<file path="src/rtl/texel_modulate.sv">
// Texel/shade colour combiner: two-stage valid/ready pipeline applying
// REPLACE, MODULATE, DECAL or ADD per beat on signed Q4.12 RGBA.
module texel_modulate #(
    parameter int unsigned TAG_W = 16
) (
    input  logic             clk,
    input  logic             rst,
    input  logic             in_valid,
    output logic             in_ready,
    input  logic [1:0]       in_mode,
    input  logic [15:0]      tex_r,
    input  logic [15:0]      tex_g,
    input  logic [15:0]      tex_b,
    input  logic [15:0]      tex_a,
    input  logic [15:0]      shd_r,
    input  logic [15:0]      shd_g,
    input  logic [15:0]      shd_b,
    input  logic [15:0]      shd_a,
    input  logic [TAG_W-1:0] in_tag,
    output logic             out_valid,
    input  logic             out_ready,
    output logic [15:0]      out_r,
    output logic [15:0]      out_g,
    output logic [15:0]      out_b,
    output logic [15:0]      out_a,
    output logic [TAG_W-1:0] out_tag
);

    localparam int unsigned CW   = 16;
    localparam int unsigned PW   = 32;
    localparam int unsigned XW   = PW + 1;
    localparam int unsigned NCH  = 4;
    localparam int unsigned CH_A = 3;
    localparam int unsigned FRAC = 12;

    localparam logic [1:0] MODE_REPLACE  = 2'b00;
    localparam logic [1:0] MODE_MODULATE = 2'b01;
    localparam logic [1:0] MODE_DECAL    = 2'b10;
    localparam logic [1:0] MODE_ADD      = 2'b11;

    localparam logic signed [XW-1:0] RND  = XW'(32'sd2048);
    localparam logic signed [XW-1:0] SMAX = XW'(32'sd32767);
    localparam logic signed [XW-1:0] SMIN = XW'(-32'sd32768);

    function automatic logic [CW-1:0] sat16(input logic signed [XW-1:0] v);
        logic [CW-1:0] r;
        if (v > SMAX) begin
            r = 16'h7FFF;
        end else if (v < SMIN) begin
            r = 16'h8000;
        end else begin
            r = v[CW-1:0];
        end
        return r;
    endfunction

    function automatic logic signed [XW-1:0] round_q12(input logic signed [PW-1:0] p);
        return (XW'(p) + RND) >>> FRAC;
    endfunction

    function automatic logic signed [XW-1:0] add17(input logic signed [CW-1:0] a,
                                                   input logic signed [CW-1:0] b);
        logic signed [CW:0] s;
        s = (CW+1)'(a) + (CW+1)'(b);
        return XW'(s);
    endfunction

    logic                 s1_valid;
    logic                 s1_load;
    logic                 s2_load;
    logic [1:0]           s1_mode;
    logic [TAG_W-1:0]     s1_tag;
    logic signed [CW-1:0] tex_in  [NCH];
    logic signed [CW-1:0] shd_in  [NCH];
    logic signed [PW-1:0] prod_c  [NCH];
    logic signed [CW-1:0] s1_tex  [NCH];
    logic signed [CW-1:0] s1_shd  [NCH];
    logic signed [PW-1:0] s1_prod [NCH];
    logic [CW-1:0]        res_c   [NCH];

    // A stage accepts when empty or when its contents move on this cycle.
    assign s2_load  = ~out_valid | out_ready;
    assign s1_load  = ~s1_valid | s2_load;
    assign in_ready = s1_load;

    always_comb begin
        tex_in[0] = tex_r;
        tex_in[1] = tex_g;
        tex_in[2] = tex_b;
        tex_in[3] = tex_a;
        shd_in[0] = shd_r;
        shd_in[1] = shd_g;
        shd_in[2] = shd_b;
        shd_in[3] = shd_a;
        for (int c = 0; c < NCH; c++) begin
            prod_c[c] = PW'(tex_in[c]) * PW'(shd_in[c]);
        end
    end

    // S1: operands, mode, tag and raw products.
    always_ff @(posedge clk) begin
        if (rst) begin
            s1_valid <= 1'b0;
            s1_mode  <= MODE_REPLACE;
            s1_tag   <= '0;
            for (int c = 0; c < NCH; c++) begin
                s1_tex[c]  <= '0;
                s1_shd[c]  <= '0;
                s1_prod[c] <= '0;
            end
        end else if (s1_load) begin
            s1_valid <= in_valid;
            s1_mode  <= in_mode;
            s1_tag   <= in_tag;
            for (int c = 0; c < NCH; c++) begin
                s1_tex[c]  <= tex_in[c];
                s1_shd[c]  <= shd_in[c];
                s1_prod[c] <= prod_c[c];
            end
        end
    end

    // Per-mode result selection; alpha follows shade in DECAL.
    always_comb begin
        for (int c = 0; c < NCH; c++) begin
            res_c[c] = s1_tex[c];
            case (s1_mode)
                MODE_REPLACE:  res_c[c] = s1_tex[c];
                MODE_MODULATE: res_c[c] = sat16(round_q12(s1_prod[c]));
                MODE_DECAL:    res_c[c] = s1_tex[c];
                MODE_ADD:      res_c[c] = sat16(add17(s1_tex[c], s1_shd[c]));
                default:       res_c[c] = s1_tex[c];
            endcase
        end
        if (s1_mode == MODE_DECAL) begin
            res_c[CH_A] = s1_shd[CH_A];
        end
    end

    // S2: output register; data only moves when a real beat arrives.
    always_ff @(posedge clk) begin
        if (rst) begin
            out_valid <= 1'b0;
            out_r     <= '0;
            out_g     <= '0;
            out_b     <= '0;
            out_a     <= '0;
            out_tag   <= '0;
        end else if (s2_load) begin
            out_valid <= s1_valid;
            if (s1_valid) begin
                out_r   <= res_c[0];
                out_g   <= res_c[1];
                out_b   <= res_c[2];
                out_a   <= res_c[3];
                out_tag <= s1_tag;
            end
        end
    end

endmodule

</file>
<file path="config.mk">
export PLATFORM = sky130hd
export DESIGN_NAME = texel_modulate
export DESIGN_NICKNAME = d
export VERILOG_FILES = /design/src/rtl/texel_modulate.sv
export SDC_FILE = /design/constraint.sdc
export NUM_CORES = 2
export LEC_CHECK = 0
export CAP_MARGIN = 20
export CORE_ASPECT_RATIO = 1.2
export CORE_MARGIN = 4
export CORE_UTILIZATION = 45
export DETAILED_ROUTE_END_ITERATION = 7
export DONT_BUFFER_PORTS = 1
export PLACE_DENSITY = 0.7
export SYNTH_ARGS = -nofsm -noshare
export SYNTH_HDL_FRONTEND = slang
export SYNTH_SLANG_ARGS = --single-unit
</file>
<file path="constraint.sdc">
create_clock -name clk -period 22.5 [get_ports clk]
set_input_delay 3.375 -clock clk [delete_from_list [all_inputs] [get_ports clk]]
set_output_delay 3.375 -clock clk [all_outputs]
set_load 0.02 [all_outputs]
</file>
==> results.ini <==
[setup_path]
r2r_cells=11
reg2reg_slack_ns=18.57
end_kind=flip-flop
cp_max_fo=14
worstPathArrival_ns=9.28
required_ns=22.80
r2r_end=out_r[4]
critPathLaunchType=primary input
crit_type=primary input to flip-flop
rr_startpoint=s1_tex[0][0]

[logic_synthesis]
yosysTopAreaCell=fa_1
synth_cell_types=93
yosysTopAreaCellShare_pct=38.66
synth_top_cells_by_area=fa_1 39%, edfxtp_1 12%, ha_1 8.9%
synth_simple_gate_area_share_pct=16.35
synth_edf_count=212
yosys.area_share.xor_xnor_pct=3.454
synth-main-ff-cell=edfxtp_1
synth_compound_area_share_pct=7.535
synth-seq-area-share_pct=15.42
yosysWarnings=0
synth_seq_cells=312
syn-num-nets=7304
synth.mux.area_fraction_pct=0.2283
synth_fa_ha_area_share_pct=47.52
syn-cell-area_sq_um=54270
synth_top_family_by_area=adder cells
async_flop_share_pct=0
syn_inst=5722
syn_avg_cell_area_sq_um=9.484

[timing]
drv_slew=0
max-slew-margin-rel_pct=27.66
hold_viol_final=0
skew_ns=0.03805
min_period_over_period_pct=39.91
fin_crit_ns=8.979
setup_viol=0
max_freq_mhz=111.4
tns_ns=0
grt_setup_unrepaired=false
whs_ns=0.4435
timing_worst_slew_pin_value_ns=1.081

[drt]
wl_um=141100
drtPass1Iterations=8
vias_per_cell=5.442
drt_drc_violations_left=0
wl_per_cell_um=19.73
vias=38932
antenna_left=0
drt_iter0_drc=2381

[cts]
htree_num_levels=2
post_cts_resize_count=0
insertion_delay_ns=0.57
cts_setup_buffers=0
clock_sink_count=312
cts_hold_buf=0
numCtsBuffers=38
cts_tree=done
clockRootBuffer=clkbuf_16
clockBufferDepth=3
clk_pin_slew_worst_paths_ns=0.05

[worst_hold_path]
min_path_cells=2
holdCritStartpoint=s1_tag[15]
min_to=out_tag[15]
hold_path_class=flip-flop to flip-flop

[global_routing]
gr-usage-met2_pct=39.78
grt-busiest-layer=met2
grt_max_degree=102
met3_usage_pct=5.569
grt_pass1_wl_um=229900
met1_usage_pct=27.49
grt-ovfl-total=0
grt.total_usage_pct=22.89
antenna_found_initial=6
grt_pass1_vias=42587

[place]
gp_congestion=0.9084
post-dp-hpwl_um=111000
io_buffer_count=0

[run]
cap_violations=0

[layout]
fill_cells=11172
syn_to_final_growth_pct=4.787
nNetsFinal=7156
multi_input_area_sq_um=40780
mostFrequentLayoutCell=inv_1
register_area_sq_um=8368
drive_gt1_share_pct=2.267
final_cell_mix=1159 x inv_1, 1048 x fa_1, 644 x nand2_1

[floorplanning]
dieWidth_um=325.0
start_util_pct=45.35
core-area_sq_um=119700
rows=139
io_pins=232
die_y_um=388.4
die-area_sq_um=126200

[status]
outcome=finished, final reports clean

## metal layers
layer,wire (um),up-vias
met5,46,-
met4,6210,8
met3,12000,362
met2,69080,1330
met1,53780,19818
li1,-,17414
## state kept, by name (all words and copies together) (netlist names)
register / cells
out_b: 16
s1_valid: 1
out_tag: 16
s1_shd: 64
out_g: 16
s1_prod: 84
s1_tag: 16
out_valid: 1
out_a: 16
s1_mode: 2
s1_tex: 64
out_r: 16
## cells in the mapped netlist, drive strengths merged (9+ instances only)
master / n
inv: 1160
fa: 1048
nand2: 644
and2: 623
ha: 384
nor2: 278
edfxtp: 212
clkbuf: 196
a21oi: 159
xnor2: 143
o21ai: 101
dfxtp: 100
a211oi: 76
xor2: 71
a21o: 51
nand3: 42
nand2b: 36
and3: 33
nor3: 30
nand4: 28
o21a: 24
a222oi: 23
a31oi: 18
o211ai: 16
or3: 16
buf: 14
o21bai: 14
o31ai: 13
a221oi: 12
and4: 12
nor2b: 11
mux2i: 9
## logic make-up after synthesis
group                      count (synthesis)
AOI/OAI and AO/OA                        597
xor gates and xnor gates                 214
adders and majority gates               1432
buffers and inverters                   1370
DFF                                      312
muxes                                     11
and+or+nand+nor                         1786
## layout make-up
cell class | count | share of cell area (%)
multi-input combinational | 4040 | 71.71
sequential | 312 | 14.72
timing repair buffer | 22 | 0.2970
antenna | 1 | 0.004401
clock buffer | 46 | 1.762
tap | 1551 | 3.413
clock inverter | 22 | 0.4423
inverter | 1160 | 7.657
## through the flow
| stage | instance area (sq um) | std cells | utilization [%] | worst slack (ns) |
|---|---|---|---|---|
| 2_1_floorplan | 54270 | 5722 | - | 12.89 |
| 3_3_place_gp | 55580 | 7082 | 46.45 | 13.11 |
| 3_5_place_dp | 55600 | 7084 | 46.47 | 12.98 |
| 4_1_cts | 56850 | 7152 | 47.51 | 13.59 |
| 5_1_grt | 56860 | 7153 | 47.52 | 13.25 |
| 6_report | 56860 | 7154 | 47.52 | 13.52 |
## critical path, cell delays in order
cell and delay, ns:
inv_1 0.49, nor2_1 0.14, fa_1 0.54, fa_1 0.43
fa_1 0.54, fa_1 0.46, fa_1 0.50, inv_1 0.05
fa_1 0.47, inv_1 0.04, ha_1 0.35, nand4_1 0.09
nor2_1 0.22, nand4_1 0.16, o211ai_1 0.27, a21oi_1 0.15
o41ai_1 0.54, a21oi_1 0.16, xnor2_1 0.24, nor2_1 0.06
## how the worst max path moves through the flow
stage	from	endpoint	slack [ns]	depth (start not counted)
2_1_floorplan	rst	s1_prod[0][11]	12.89	3
3_3_place_gp	tex_b[7]	s1_prod[2][17]	13.11	21
5_1_grt	shd_b[15]	s1_prod[2][31]	13.25	20
6_report	shd_b[15]	s1_prod[2][31]	13.52	20
3_5_place_dp	shd_b[15]	s1_prod[2][31]	12.98	20
4_1_cts	shd_b[15]	s1_prod[2][31]	13.59	20
Power is left out: the tool's default activity adds up to more than one toggle a clock period on the data nets, which glitch-free logic cannot reach.
